**src/rtl/spi_controller_if.sv**
```systemverilog
// System-side word interface of the SPI initiator.
// The client drives words in; the controller returns received words.
interface spi_controller_if #(
    parameter int unsigned DATA_WIDTH = 8
) ();
    logic [DATA_WIDTH-1:0] tx_data;
    logic                  tx_valid;
    logic                  tx_ready;
    logic                  hold_cs;
    logic                  end_xfer;
    logic [DATA_WIDTH-1:0] rx_data;
    logic                  rx_valid;
    logic                  busy;

    modport master (
        output tx_data,
        output tx_valid,
        output hold_cs,
        output end_xfer,
        input  tx_ready,
        input  rx_data,
        input  rx_valid,
        input  busy
    );

    modport slave (
        input  tx_data,
        input  tx_valid,
        input  hold_cs,
        input  end_xfer,
        output tx_ready,
        output rx_data,
        output rx_valid,
        output busy
    );
endinterface

```
**src/rtl/spi_controller.sv**
```systemverilog
// SPI mode-0 initiator: MSB-first words out on COPI, full-duplex capture on CIPO.
// Valid/ready word interface, optional chip-select hold between words.
module spi_controller #(
    parameter int unsigned CLK_DIV    = 2,
    parameter int unsigned DATA_WIDTH = 8
) (
    input  logic            clk,
    input  logic            rst_n,
    spi_controller_if.slave sys,
    output logic            spi_clk,
    output logic            spi_cs,
    output logic            spi_copi,
    input  logic            spi_cipo
);
    localparam int unsigned BW = (DATA_WIDTH > 1) ? $clog2(DATA_WIDTH) : 1;
    localparam logic [7:0] DIV_LAST = 8'(CLK_DIV - 1);
    localparam logic [BW-1:0] BIT_LAST = BW'(DATA_WIDTH - 1);

    typedef enum logic [2:0] {
        IDLE,
        SETUP,
        HIGH,
        LOW,
        HOLD,
        GAP
    } state_e;

    state_e                state_q;
    logic [7:0]            phase_q;
    logic [BW-1:0]         bit_q;
    logic [DATA_WIDTH-1:0] tx_sh_q;
    logic [DATA_WIDTH-1:0] rx_sh_q;
    logic [DATA_WIDTH-1:0] rx_data_q;
    logic                  hold_q;
    logic                  sclk_q;
    logic                  cs_q;
    logic                  copi_q;
    logic                  ready_q;
    logic                  rx_valid_q;
    logic                  busy_q;

    logic                  phase_end;
    logic                  last_bit;
    logic                  accept;
    logic [DATA_WIDTH-1:0] tx_sh_d;
    logic [DATA_WIDTH-1:0] rx_sh_d;

    assign phase_end = (phase_q == DIV_LAST);
    assign last_bit  = (bit_q == BIT_LAST);
    assign accept    = sys.tx_valid && ((state_q == IDLE) || (state_q == HOLD));
    assign tx_sh_d   = tx_sh_q << 1;
    // CIPO enters at the LSB so the first bit ends up as the MSB
    assign rx_sh_d   = (rx_sh_q << 1) | DATA_WIDTH'(spi_cipo);

    always_ff @(posedge clk or negedge rst_n) begin
        if (!rst_n) begin
            state_q    <= IDLE;
            phase_q    <= '0;
            bit_q      <= '0;
            tx_sh_q    <= '0;
            rx_sh_q    <= '0;
            rx_data_q  <= '0;
            hold_q     <= 1'b0;
            sclk_q     <= 1'b0;
            cs_q       <= 1'b1;
            copi_q     <= 1'b0;
            ready_q    <= 1'b1;
            rx_valid_q <= 1'b0;
            busy_q     <= 1'b0;
        end else begin
            rx_valid_q <= 1'b0;
            if (accept) begin
                // acceptance wins over end_xfer while holding CS
                state_q <= SETUP;
                phase_q <= '0;
                bit_q   <= '0;
                tx_sh_q <= sys.tx_data;
                hold_q  <= sys.hold_cs;
                cs_q    <= 1'b0;
                copi_q  <= sys.tx_data[DATA_WIDTH-1];
                ready_q <= 1'b0;
                busy_q  <= 1'b1;
            end else begin
                unique case (state_q)
                    IDLE: begin
                        phase_q <= '0;
                    end
                    SETUP: begin
                        phase_q <= phase_end ? 8'd0 : phase_q + 8'd1;
                        if (phase_end) begin
                            state_q <= HIGH;
                            sclk_q  <= 1'b1;
                            rx_sh_q <= rx_sh_d;
                        end
                    end
                    HIGH: begin
                        phase_q <= phase_end ? 8'd0 : phase_q + 8'd1;
                        if (phase_end) begin
                            state_q <= LOW;
                            sclk_q  <= 1'b0;
                            if (!last_bit) begin
                                tx_sh_q <= tx_sh_d;
                                copi_q  <= tx_sh_d[DATA_WIDTH-1];
                            end
                        end
                    end
                    LOW: begin
                        phase_q <= phase_end ? 8'd0 : phase_q + 8'd1;
                        if (phase_end && !last_bit) begin
                            bit_q   <= bit_q + BW'(1);
                            state_q <= HIGH;
                            sclk_q  <= 1'b1;
                            rx_sh_q <= rx_sh_d;
                        end else if (phase_end) begin
                            rx_data_q  <= rx_sh_q;
                            rx_valid_q <= 1'b1;
                            copi_q     <= 1'b0;
                            bit_q      <= '0;
                            if (hold_q) begin
                                state_q <= HOLD;
                                ready_q <= 1'b1;
                            end else begin
                                state_q <= GAP;
                                cs_q    <= 1'b1;
                            end
                        end
                    end
                    HOLD: begin
                        phase_q <= '0;
                        if (sys.end_xfer) begin
                            state_q <= GAP;
                            cs_q    <= 1'b1;
                            ready_q <= 1'b0;
                        end
                    end
                    GAP: begin
                        // keeps CS high for a full half-period before the next frame
                        phase_q <= phase_end ? 8'd0 : phase_q + 8'd1;
                        if (phase_end) begin
                            state_q <= IDLE;
                            ready_q <= 1'b1;
                            busy_q  <= 1'b0;
                        end
                    end
                    default: begin
                        state_q <= IDLE;
                    end
                endcase
            end
        end
    end

    assign sys.tx_ready = ready_q;
    assign sys.rx_data  = rx_data_q;
    assign sys.rx_valid = rx_valid_q;
    assign sys.busy     = busy_q;
    assign spi_clk      = sclk_q;
    assign spi_cs       = cs_q;
    assign spi_copi     = copi_q;
endmodule

```
**src/flat_wrapper.sv**
```systemverilog
// flat-port wrapper written by rule: the top's interface ports become plain ports
module spi_controller_flat 
#(
    parameter int unsigned CLK_DIV    = 2,
    parameter int unsigned DATA_WIDTH = 8
)
  (clk, rst_n, spi_clk, spi_cs, spi_copi, spi_cipo, sys_tx_data, sys_tx_valid, sys_hold_cs, sys_end_xfer, sys_tx_ready, sys_rx_data, sys_rx_valid, sys_busy);
  spi_controller_if #(.DATA_WIDTH(DATA_WIDTH)) sys_i ();
  input  logic clk;
  input  logic rst_n;
  output logic spi_clk;
  output logic spi_cs;
  output logic spi_copi;
  input  logic spi_cipo;
  input wire logic [$bits(sys_i.tx_data)-1:0] sys_tx_data;
  input wire logic [$bits(sys_i.tx_valid)-1:0] sys_tx_valid;
  input wire logic [$bits(sys_i.hold_cs)-1:0] sys_hold_cs;
  input wire logic [$bits(sys_i.end_xfer)-1:0] sys_end_xfer;
  output wire logic [$bits(sys_i.tx_ready)-1:0] sys_tx_ready;
  output wire logic [$bits(sys_i.rx_data)-1:0] sys_rx_data;
  output wire logic [$bits(sys_i.rx_valid)-1:0] sys_rx_valid;
  output wire logic [$bits(sys_i.busy)-1:0] sys_busy;
  assign sys_i.tx_data = sys_tx_data;
  assign sys_i.tx_valid = sys_tx_valid;
  assign sys_i.hold_cs = sys_hold_cs;
  assign sys_i.end_xfer = sys_end_xfer;
  assign sys_tx_ready = sys_i.tx_ready;
  assign sys_rx_data = sys_i.rx_data;
  assign sys_rx_valid = sys_i.rx_valid;
  assign sys_busy = sys_i.busy;
  spi_controller #(.CLK_DIV(CLK_DIV), .DATA_WIDTH(DATA_WIDTH)) u_core (.clk(clk), .rst_n(rst_n), .sys(sys_i), .spi_clk(spi_clk), .spi_cs(spi_cs), .spi_copi(spi_copi), .spi_cipo(spi_cipo));
endmodule
```
**config.mk**
```make
export PLATFORM = sky130hd
export DESIGN_NAME = spi_controller_flat
export DESIGN_NICKNAME = d
export VERILOG_FILES = /design/src/rtl/spi_controller_if.sv /design/src/rtl/spi_controller.sv /design/src/flat_wrapper.sv
export SDC_FILE = /design/constraint.sdc
export NUM_CORES = 1
export LEC_CHECK = 0
export ABC_AREA = 1
export CAP_MARGIN = 20
export CORE_ASPECT_RATIO = 0.75
export CORE_UTILIZATION = 50
export DETAILED_ROUTE_END_ITERATION = 8
export PLACE_DENSITY = 0.76
export SKIP_CTS_REPAIR_TIMING = 1
export SYNTH_ARGS = -nofsm -noshare
export SYNTH_HDL_FRONTEND = slang
export SYNTH_SLANG_ARGS = --single-unit
```
**constraint.sdc**
```tcl
create_clock -name clk -period 1.7 [get_ports clk]
set_clock_uncertainty 0.15 [all_clocks]
set_input_delay 0.34 -clock clk [delete_from_list [all_inputs] [get_ports clk]]
set_output_delay 0.34 -clock clk [all_outputs]
set_load 0.05 [all_outputs]
```
==> reports/qor.csv, run 1 <==
stage;metric;value;unit
status;outcome;finished, final reports clean;
clocking;cts.clk_slew.worst_paths;0.09;ns
power_and_ir_drop;max-vdd-ir-drop;1.36;mV
clocking;htreeDepth;2;
finish;fin_area;3210;µm²
sta;setup_viol;0;
hold_path;whs_endpoint;u_core.spi_cs$_DFFE_PN1P_;
hold_path;hp-start;u_core.spi_cs$_DFFE_PN1P_;
sta;relSlewSlack;67.1;%
clocking;clk_latency;0.30;ns
floorplan;chipWidth;80.9;µm
logic_synthesis;seq_area_frac_synth;47.3;%
logic_synthesis;yosysUniqueCellTypes;32;
finish;area_delta_synth_final;37.8;%
global_route;antenna_found_initial;0;
logic_synthesis;avgSynthCellArea;8.01;µm²
logic_synthesis;synth_nets;309;
power_and_ir_drop;p_per_area;1850;nW/µm²
hold_path;hp-class;reg2reg;
worst_setup_path;arrival;1.72;ns
worst_setup_path;slowest_stage;dfrtp_2;
power_and_ir_drop;p_leak;1.60;nW
floorplan;core;4470;µm²
finish;antenna_cells;0;
drt;avgViaCountPerCell;5.14;
sta;rsz0062_at_grt;true;
worst_setup_path;r2r_slack;0.06;ns
sta;slew_violations;0;
logic_synthesis;yosys_warnings;0;
logic_synthesis;synth_top_area_share;45.1;%
logic_synthesis;syn_area;2330;µm²
floorplan;rows;21;
logic_synthesis;postSynthCellCount;291;
placement;port_buffers;27;
floorplan;initial_core_util;52.2;%
flow_run;cap_viol_max_count;0;
global_route;grt_max_degree;26;
clocking;cts_root_buffer;clkbuf_8;
hold_path;min_path_cells;2;
worst_setup_path;crit_path_start_kind;register;
floorplan;io_pins;28;
drt;drt-initial-drc-count;114;
worst_setup_path;crit_path_cell_trace;nor2_2, nand2_2, nor2_8, buf_4, nor2_1, nor2_2, nand3_1, nand2_1, nand2_1;
placement;placed_area;2950;µm²
drt;via_count;2097;
sta;hold_violations;0;
worst_setup_path;cp-end-kind;register;
drt;ant_nets;0;
logic_synthesis;yosys.area.top_type;dfrtp_1;
clocking;cts_inserted_buffers;5;
finish;drive_gt1_share;28.5;%
placement;hpwl;3750;µm
sta;period_needed;1.64;ns
clocking;clkSinkCount;44;
worst_setup_path;cp-startpoint;u_core.phase_q[4]$_DFFE_PN0P_;
worst_setup_path;r2r_start;u_core.phase_q[4]$_DFFE_PN0P_;
clocking;clockBufferDepth;2;
sta;hold_ws;0.346;ns
sta;worst_pin_slew;0.493;ns
logic_synthesis;yosys-top-cells-area;dfrtp_1 45%, nand2_1 16%, o21ai_0 4.1%, inv_1 3.9%, nand4_1 3.5%;
sta;fmax;0.609;GHz
worst_setup_path;required;1.78;ns
worst_setup_path;critPathKind;reg2reg;
sta;period_share;96.6;%
worst_setup_path;cpPeakStageDelay;0.46;ns
drt;post_drt_wl_per_cell;13.0;µm
clocking;tritoncts;done;
worst_setup_path;worst_r2r_path_depth;9;
global_route;globalRoute.totalOverflow;0;
placement;place_congestion;0.868;
drt;drtPass1Iterations;4;
logic_synthesis;synth-seq-cells;44;
global_route;grt_pass1_wl;8490;µm
floorplan;die_area;4940;µm²
finish;fin_nets;368;
global_route;first_global_vias;1887;
global_route;track_usage;23.1;%
worst_setup_path;r2r-end;u_core.sys.tx_ready$_DFFE_PN1P_;
drt;drc;0;
floorplan;dieHeight;61.1;µm
worst_setup_path;critPathMaxFanout;6;
drt;wl;5290;µm
-- power breakdown --
part           total (mW)  switching, mW  leakage (nW)  internal, mW
Sequential           1.72          0.300         0.567          1.42
Clock               0.798          0.362        0.0552         0.436
Combinational        3.43           2.01         0.979          1.42
Total                5.95           2.68          1.60          3.27
-- flip-flops by register name, indices dropped and copies added, names as in the netlist --
register,cells
u_core.phase_q,8
u_core.rx_sh_q,8
u_core.sys.rx_data,8
u_core.tx_sh_q,7
u_core.bit_q,3
u_core.state_q,3
u_core.hold_q,1
u_core.spi_clk,1
u_core.spi_copi,1
u_core.spi_cs,1
u_core.sys.busy,1
u_core.sys.rx_valid,1
u_core.sys.tx_ready,1
-- layout make-up --
| type | count | area, µm² |
|---|---|---|
| clock inverters | 2 | 35.0 |
| repair buffers | 55 | 654 |
| multi-input cells | 211 | 1140 |
| flip-flops and latches | 44 | 1110 |
| well taps | 57 | 71.3 |
| fillers | 336 | 1250 |
| clock buffers | 6 | 72.6 |
| inverters | 33 | 131 |
-- placed cells by master, fill, tap and decap left out, drive strengths merged --
master,Yosys,routed
ha,4,4
dlygate4sd3,0,1
bufinv,0,1
nand3,13,13
inv,31,32
a31oi,1,1
o22ai,2,2
nor3,4,4
o21ai,23,24
xnor2,1,1
buf,5,42
xor2,1,1
nor2,28,28
clkbuf,0,6
dfrtp,42,42
clkdlybuf4s50,0,12
nand2,111,112
o32ai,1,1
o21a,1,1
clkinv,2,2
dfstp,2,2
a21oi,6,6
nand4,13,13
-- worst max-delay path: cells and delay by family (launching register included) --
| kind | cells | cell delay [ns] |
|---|---|---|
| buffers and inverters | 1 | 0.15 |
| DFF | 1 | 0.46 |
| and+or+nand+nor | 8 | 0.80 |
-- per-layer routing --
metal | vias up | GRT usage [%] | routed length, µm
met5 | - | 0 | 0
met4 | 0 | 9.18 | 86
met3 | 10 | 4.74 | 188
met2 | 51 | 35.1 | 2390
met1 | 983 | 32.8 | 2620
li1 | 1053 | - | -
-- worst max path at each step --
stage          cells after the start                         endpoint
3_5_place_dp                       7  u_core.sys.tx_ready$_DFFE_PN1P_
3_3_place_gp                       7  u_core.sys.tx_ready$_DFFE_PN1P_
5_1_grt                            7    u_core.tx_sh_q[4]$_DFFE_PN0P_
4_1_cts                            9    u_core.rx_sh_q[1]$_DFFE_PN0P_
2_1_floorplan                     10       u_core.spi_clk$_DFFE_PN0P_
6_report                           9  u_core.sys.tx_ready$_DFFE_PN1P_
-- through the flow --
stage	util [%]	power [mW]	TNS, ns	worst slack [ns]	instances
after floorplan	-	3.73	0	0.0435	291
after global placement	66.1	4.73	-0.632	-0.0797	392
after detailed placement	66.1	4.82	-1.24	-0.0947	392
after CTS	68.5	5.64	-0.761	-0.0708	400
after global routing	72.0	6.42	-0.0227	-0.0129	408
final	72.0	5.95	0	0.0578	408
-- synth_stat cells --
| master | instances |
|---|---|
| nor2_1 | 21 |
| clkinv_1 | 1 |
| nand3_4 | 1 |
| nor2_2 | 4 |
| nand3_2 | 1 |
| o21a_1 | 1 |
| ha_1 | 4 |
| buf_6 | 3 |
| nor3_1 | 4 |
| a31oi_1 | 1 |
| nor2_4 | 2 |
| o21ai_0 | 19 |
| nand2_2 | 7 |
| inv_2 | 7 |
| nand2_4 | 4 |
| o21ai_4 | 1 |
| nand3_1 | 11 |
| a21oi_1 | 6 |
| inv_1 | 24 |
| nor2_8 | 1 |
| nand2_1 | 100 |
| o21ai_1 | 3 |
| clkinv_4 | 1 |
| xnor2_1 | 1 |
| buf_2 | 1 |
| xor2_1 | 1 |
| nand4_1 | 13 |
| o32ai_1 | 1 |
| dfstp_2 | 2 |
| o22ai_1 | 2 |
| buf_4 | 1 |
| dfrtp_1 | 42 |
-- cell families (layout without fill, tap and decap cells) --
group | count (synthesis) | count (layout) | synth area share (%)
simple gates | 169 | 170 | 34.1
flops | 44 | 44 | 47.3
compound gates | 34 | 35 | 8.21
fa+ha+maj | 4 | 4 | 2.15
buf+inv | 38 | 96 | 7.51
xor+xnor | 2 | 2 | 0.751
No activity file was read; power rests on OpenSTA's default activity.
==> run 2, diff against run 1 <==
Settings changed: CORE_UTILIZATION 50 to 34, PLACE_DENSITY 0.76 to default.
Clock period 1.7 ns to 2.1 ns, I/O delays scaled along.
==> run 2 against run 1 <==
The run now ends with DRC left. Clock power is 31% lower. Count of clock-buffer cells in the layout unchanged. Global-route usage fell by 8.3 points. Critical endpoint is now sys_rx_data[0]. Largest cell class is now sequential cells. Largest power group unchanged.
==> reports/qor.csv, run 2 (synthesized netlist as in run 1, its figures left out) <==
stage;metric;value;unit;change
status;outcome;complete, but fails checks;;was finished, final reports clean
status;violations;DRC;;
drt;ant_nets;0;;unchanged
sta;worst_slack;0.0668;ns;was 0.0578 ns
sta;setup_viol;0;;unchanged
floorplan;die_area;7200;µm²;was 4940 µm²
worst_setup_path;critPathTopFamily;buffers and inverters;;was simple AND/OR/NAND/NOR gates
power_and_ir_drop;p_sw_share;47.2;%;was 45.0%
worst_setup_path;cpPeakStageDelay;0.81;ns;was 0.46 ns
sta;relSlewSlack;66.7;%;was 67.1%
finish;drive_gt1_share;15.9;%;was 28.5%
clocking;cts.clk_slew.worst_paths;0.08;ns;was 0.09 ns
sta;period_needed;2.03;ns;
sta;hold_violations;0;;unchanged
drt;avgViaCountPerCell;4.65;;was 5.14
floorplan;core;6470;µm²;was 4470 µm²
global_route;grt_max_degree;28;;was 26
power_and_ir_drop;p_switching;1.92;mW;was 2.68 mW
worst_setup_path;crit_buf_inv;1;;unchanged
power_and_ir_drop;p_comb_share;53.0;%;was 57.7%
sta;period_share;96.8;%;
power_and_ir_drop;internal_power;2.14;mW;was 3.27 mW
drt;drtPass1Iterations;6;;was 4
drt;via_count;1902;;was 2097
placement;dp_slack;0.164;ns;was -0.0947 ns
placement;port_buffers;27;;unchanged
global_route;first_global_vias;1775;;was 1887
floorplan;initial_core_util;36.0;%;was 52.2%
worst_setup_path;arrival;1.46;ns;was 1.72 ns
placement;hpwl;3530;µm;was 3750 µm
global_route;antenna_found_initial;0;;unchanged
power_and_ir_drop;p_per_area;1440;nW/µm²;was 1850 nW/µm²
worst_setup_path;critPathKind;reg2out;;was reg2reg
finish;area_delta_synth_final;20.6;%;was 37.8%
drt;drt-initial-drc-count;95;;was 114
sta;rsz0062_at_grt;false;;was true
clocking;htreeDepth;2;;unchanged
power_and_ir_drop;p_leak;1.43;nW;was 1.60 nW
power_and_ir_drop;power_frac_seq;33.5;%;was 28.9%
worst_setup_path;crit_path_cell_trace;clkdlybuf4s50_1;;was nor2_2, nand2_2, nor2_8, buf_4, nor2_1, nor2_2, nand3_1, nand2_1, nand2_1
clocking;tritoncts;done;;unchanged
power_and_ir_drop;pwr-share-clk;13.5;%;was 13.4%
drt;post_drt_wl_per_cell;11.5;µm;was 13.0 µm
clocking;cts_inserted_buffers;5;;unchanged
finish;final_common_cell;nand2_1;;unchanged
floorplan;chipWidth;97.6;µm;was 80.9 µm
sta;fmax;0.492;GHz;
floorplan;rows;25;;was 21
clocking;cts_root_buffer;clkbuf_8;;unchanged
finish;final_cell_mix;100 x nand2_1, 42 x dfrtp_1, 24 x inv_1, 21 x nor2_1;;was 96 x nand2_1, 39 x dfrtp_1, 22 x inv_1, 22 x buf_4, 17 x nor2_1
finish;antenna_cells;0;;unchanged
flow_run;cap_viol_max_count;0;;unchanged
sta;worst_pin_slew;0.497;ns;was 0.493 ns
global_route;grt_pass1_wl;8340;µm;was 8490 µm
hold_path;hp-class;reg2reg;;unchanged
finish;fin_nets;345;;was 368
sta;tns;0;ns;unchanged
clocking;clkSinkCount;44;;unchanged
power_and_ir_drop;max-vdd-ir-drop;0.509;mV;was 1.36 mV
global_route;track_usage;14.8;%;was 23.1%
placement;place_congestion;0.826;;was 0.868
worst_setup_path;cp-end-kind;output port;;was register
drt;wl;4690;µm;was 5290 µm
worst_setup_path;critPathMaxFanout;2;;was 6
floorplan;dieHeight;73.7;µm;was 61.1 µm
drt;drc;2;;was 0
finish;utilization;43.4;%;was 72.0%
global_route;globalRoute.totalOverflow;0;;unchanged
worst_setup_path;crit_path_start_kind;register;;unchanged
clocking;clk_latency;0.30;ns;about the same
floorplan;io_pins;28;;unchanged
worst_setup_path;required;1.53;ns;was 1.78 ns
clocking;clockBufferDepth;2;;unchanged
worst_setup_path;slowest_stage;clkdlybuf4s50_1;;was dfrtp_2
sta;slew_violations;0;;unchanged
run 2: cell types whose count changed in the layout (fill, tap and decap cells not counted), moves of 4 or more:
cell and change:
nand2_1 +4, nand2_2 -4, nor2_1 +4, clkdlybuf4s50_1 +7, buf_12 -14, buf_4 -12, nor2_2 -4
run 2: cell type report:
cell class                      count  area [µm²]
Inverter                           33         129
Multi-Input combinational cell    209        1050
Tap cell                           81         101
Timing Repair Buffer               34         333
Clock buffer                        6        82.6
Fill cell                         659        3660
Clock inverter                      2        10.0
Sequential cell                    44        1100
run 2: metal layers:
layer	vias up	wire length (µm)	track usage [%]
met5	-	0	0
met4	0	40	4.55
met3	4	149	3.81
met2	29	1950	22.5
met1	864	2560	20.7
li1	1005	-	-
run 2: stage by stage:
stage / total power, mW / hold WS [ns] / std cells / cell area, µm²
final: 4.06 / 0.323 / 409 / 2810
after global routing: 4.46 / 0.350 / 409 / 2810
after CTS: 4.10 / -0.0880 / 408 / 2800
after detailed placement: 3.54 / 0.240 / 400 / 2710
after global placement: 3.51 / 0.239 / 400 / 2710
after floorplan: 3.02 / -0.0256 / 291 / 2330
run 2: path summary, 6_finish.rpt:
path / from / endpoint / slack (ns) / depth (start not counted)
worst max-delay path: u_core.sys.rx_data[0]$_DFFE_PN0P_ / sys_rx_data[0] / 0.07 / 1
worst max register to register: u_core.phase_q[1]$_DFFE_PN0P_ / u_core.rx_sh_q[1]$_DFFE_PN0P_ / 0.23 / 9
max in group asynchronous: rst_n / u_core.sys.rx_data[1]$_DFFE_PN0P_ / 0.87 / 3
worst min register to register: u_core.spi_cs$_DFFE_PN1P_ / u_core.spi_cs$_DFFE_PN1P_ / 0.32 / 2
min in group asynchronous: rst_n / u_core.phase_q[7]$_DFFE_PN0P_ / 0.44 / 2
worst min-delay path: u_core.spi_cs$_DFFE_PN1P_ / u_core.spi_cs$_DFFE_PN1P_ / 0.32 / 2
run 2: power groups by stage:
stage                     clock [mW]  sequential (mW)  combinational [mW]
after floorplan                    0             1.52                1.49
after global placement             0             1.37                2.14
after detailed placement           0             1.37                2.17
after CTS                      0.573             1.36                2.17
after global routing           0.609             1.40                2.45
final                          0.549             1.36                2.15
==> run 3, diff against run 2 <==
Settings changed: SKIP_LAST_GASP from default to 1.
==> results of run 3 <==
The final DEF is identical to that of run 2; final timing and power are the same.
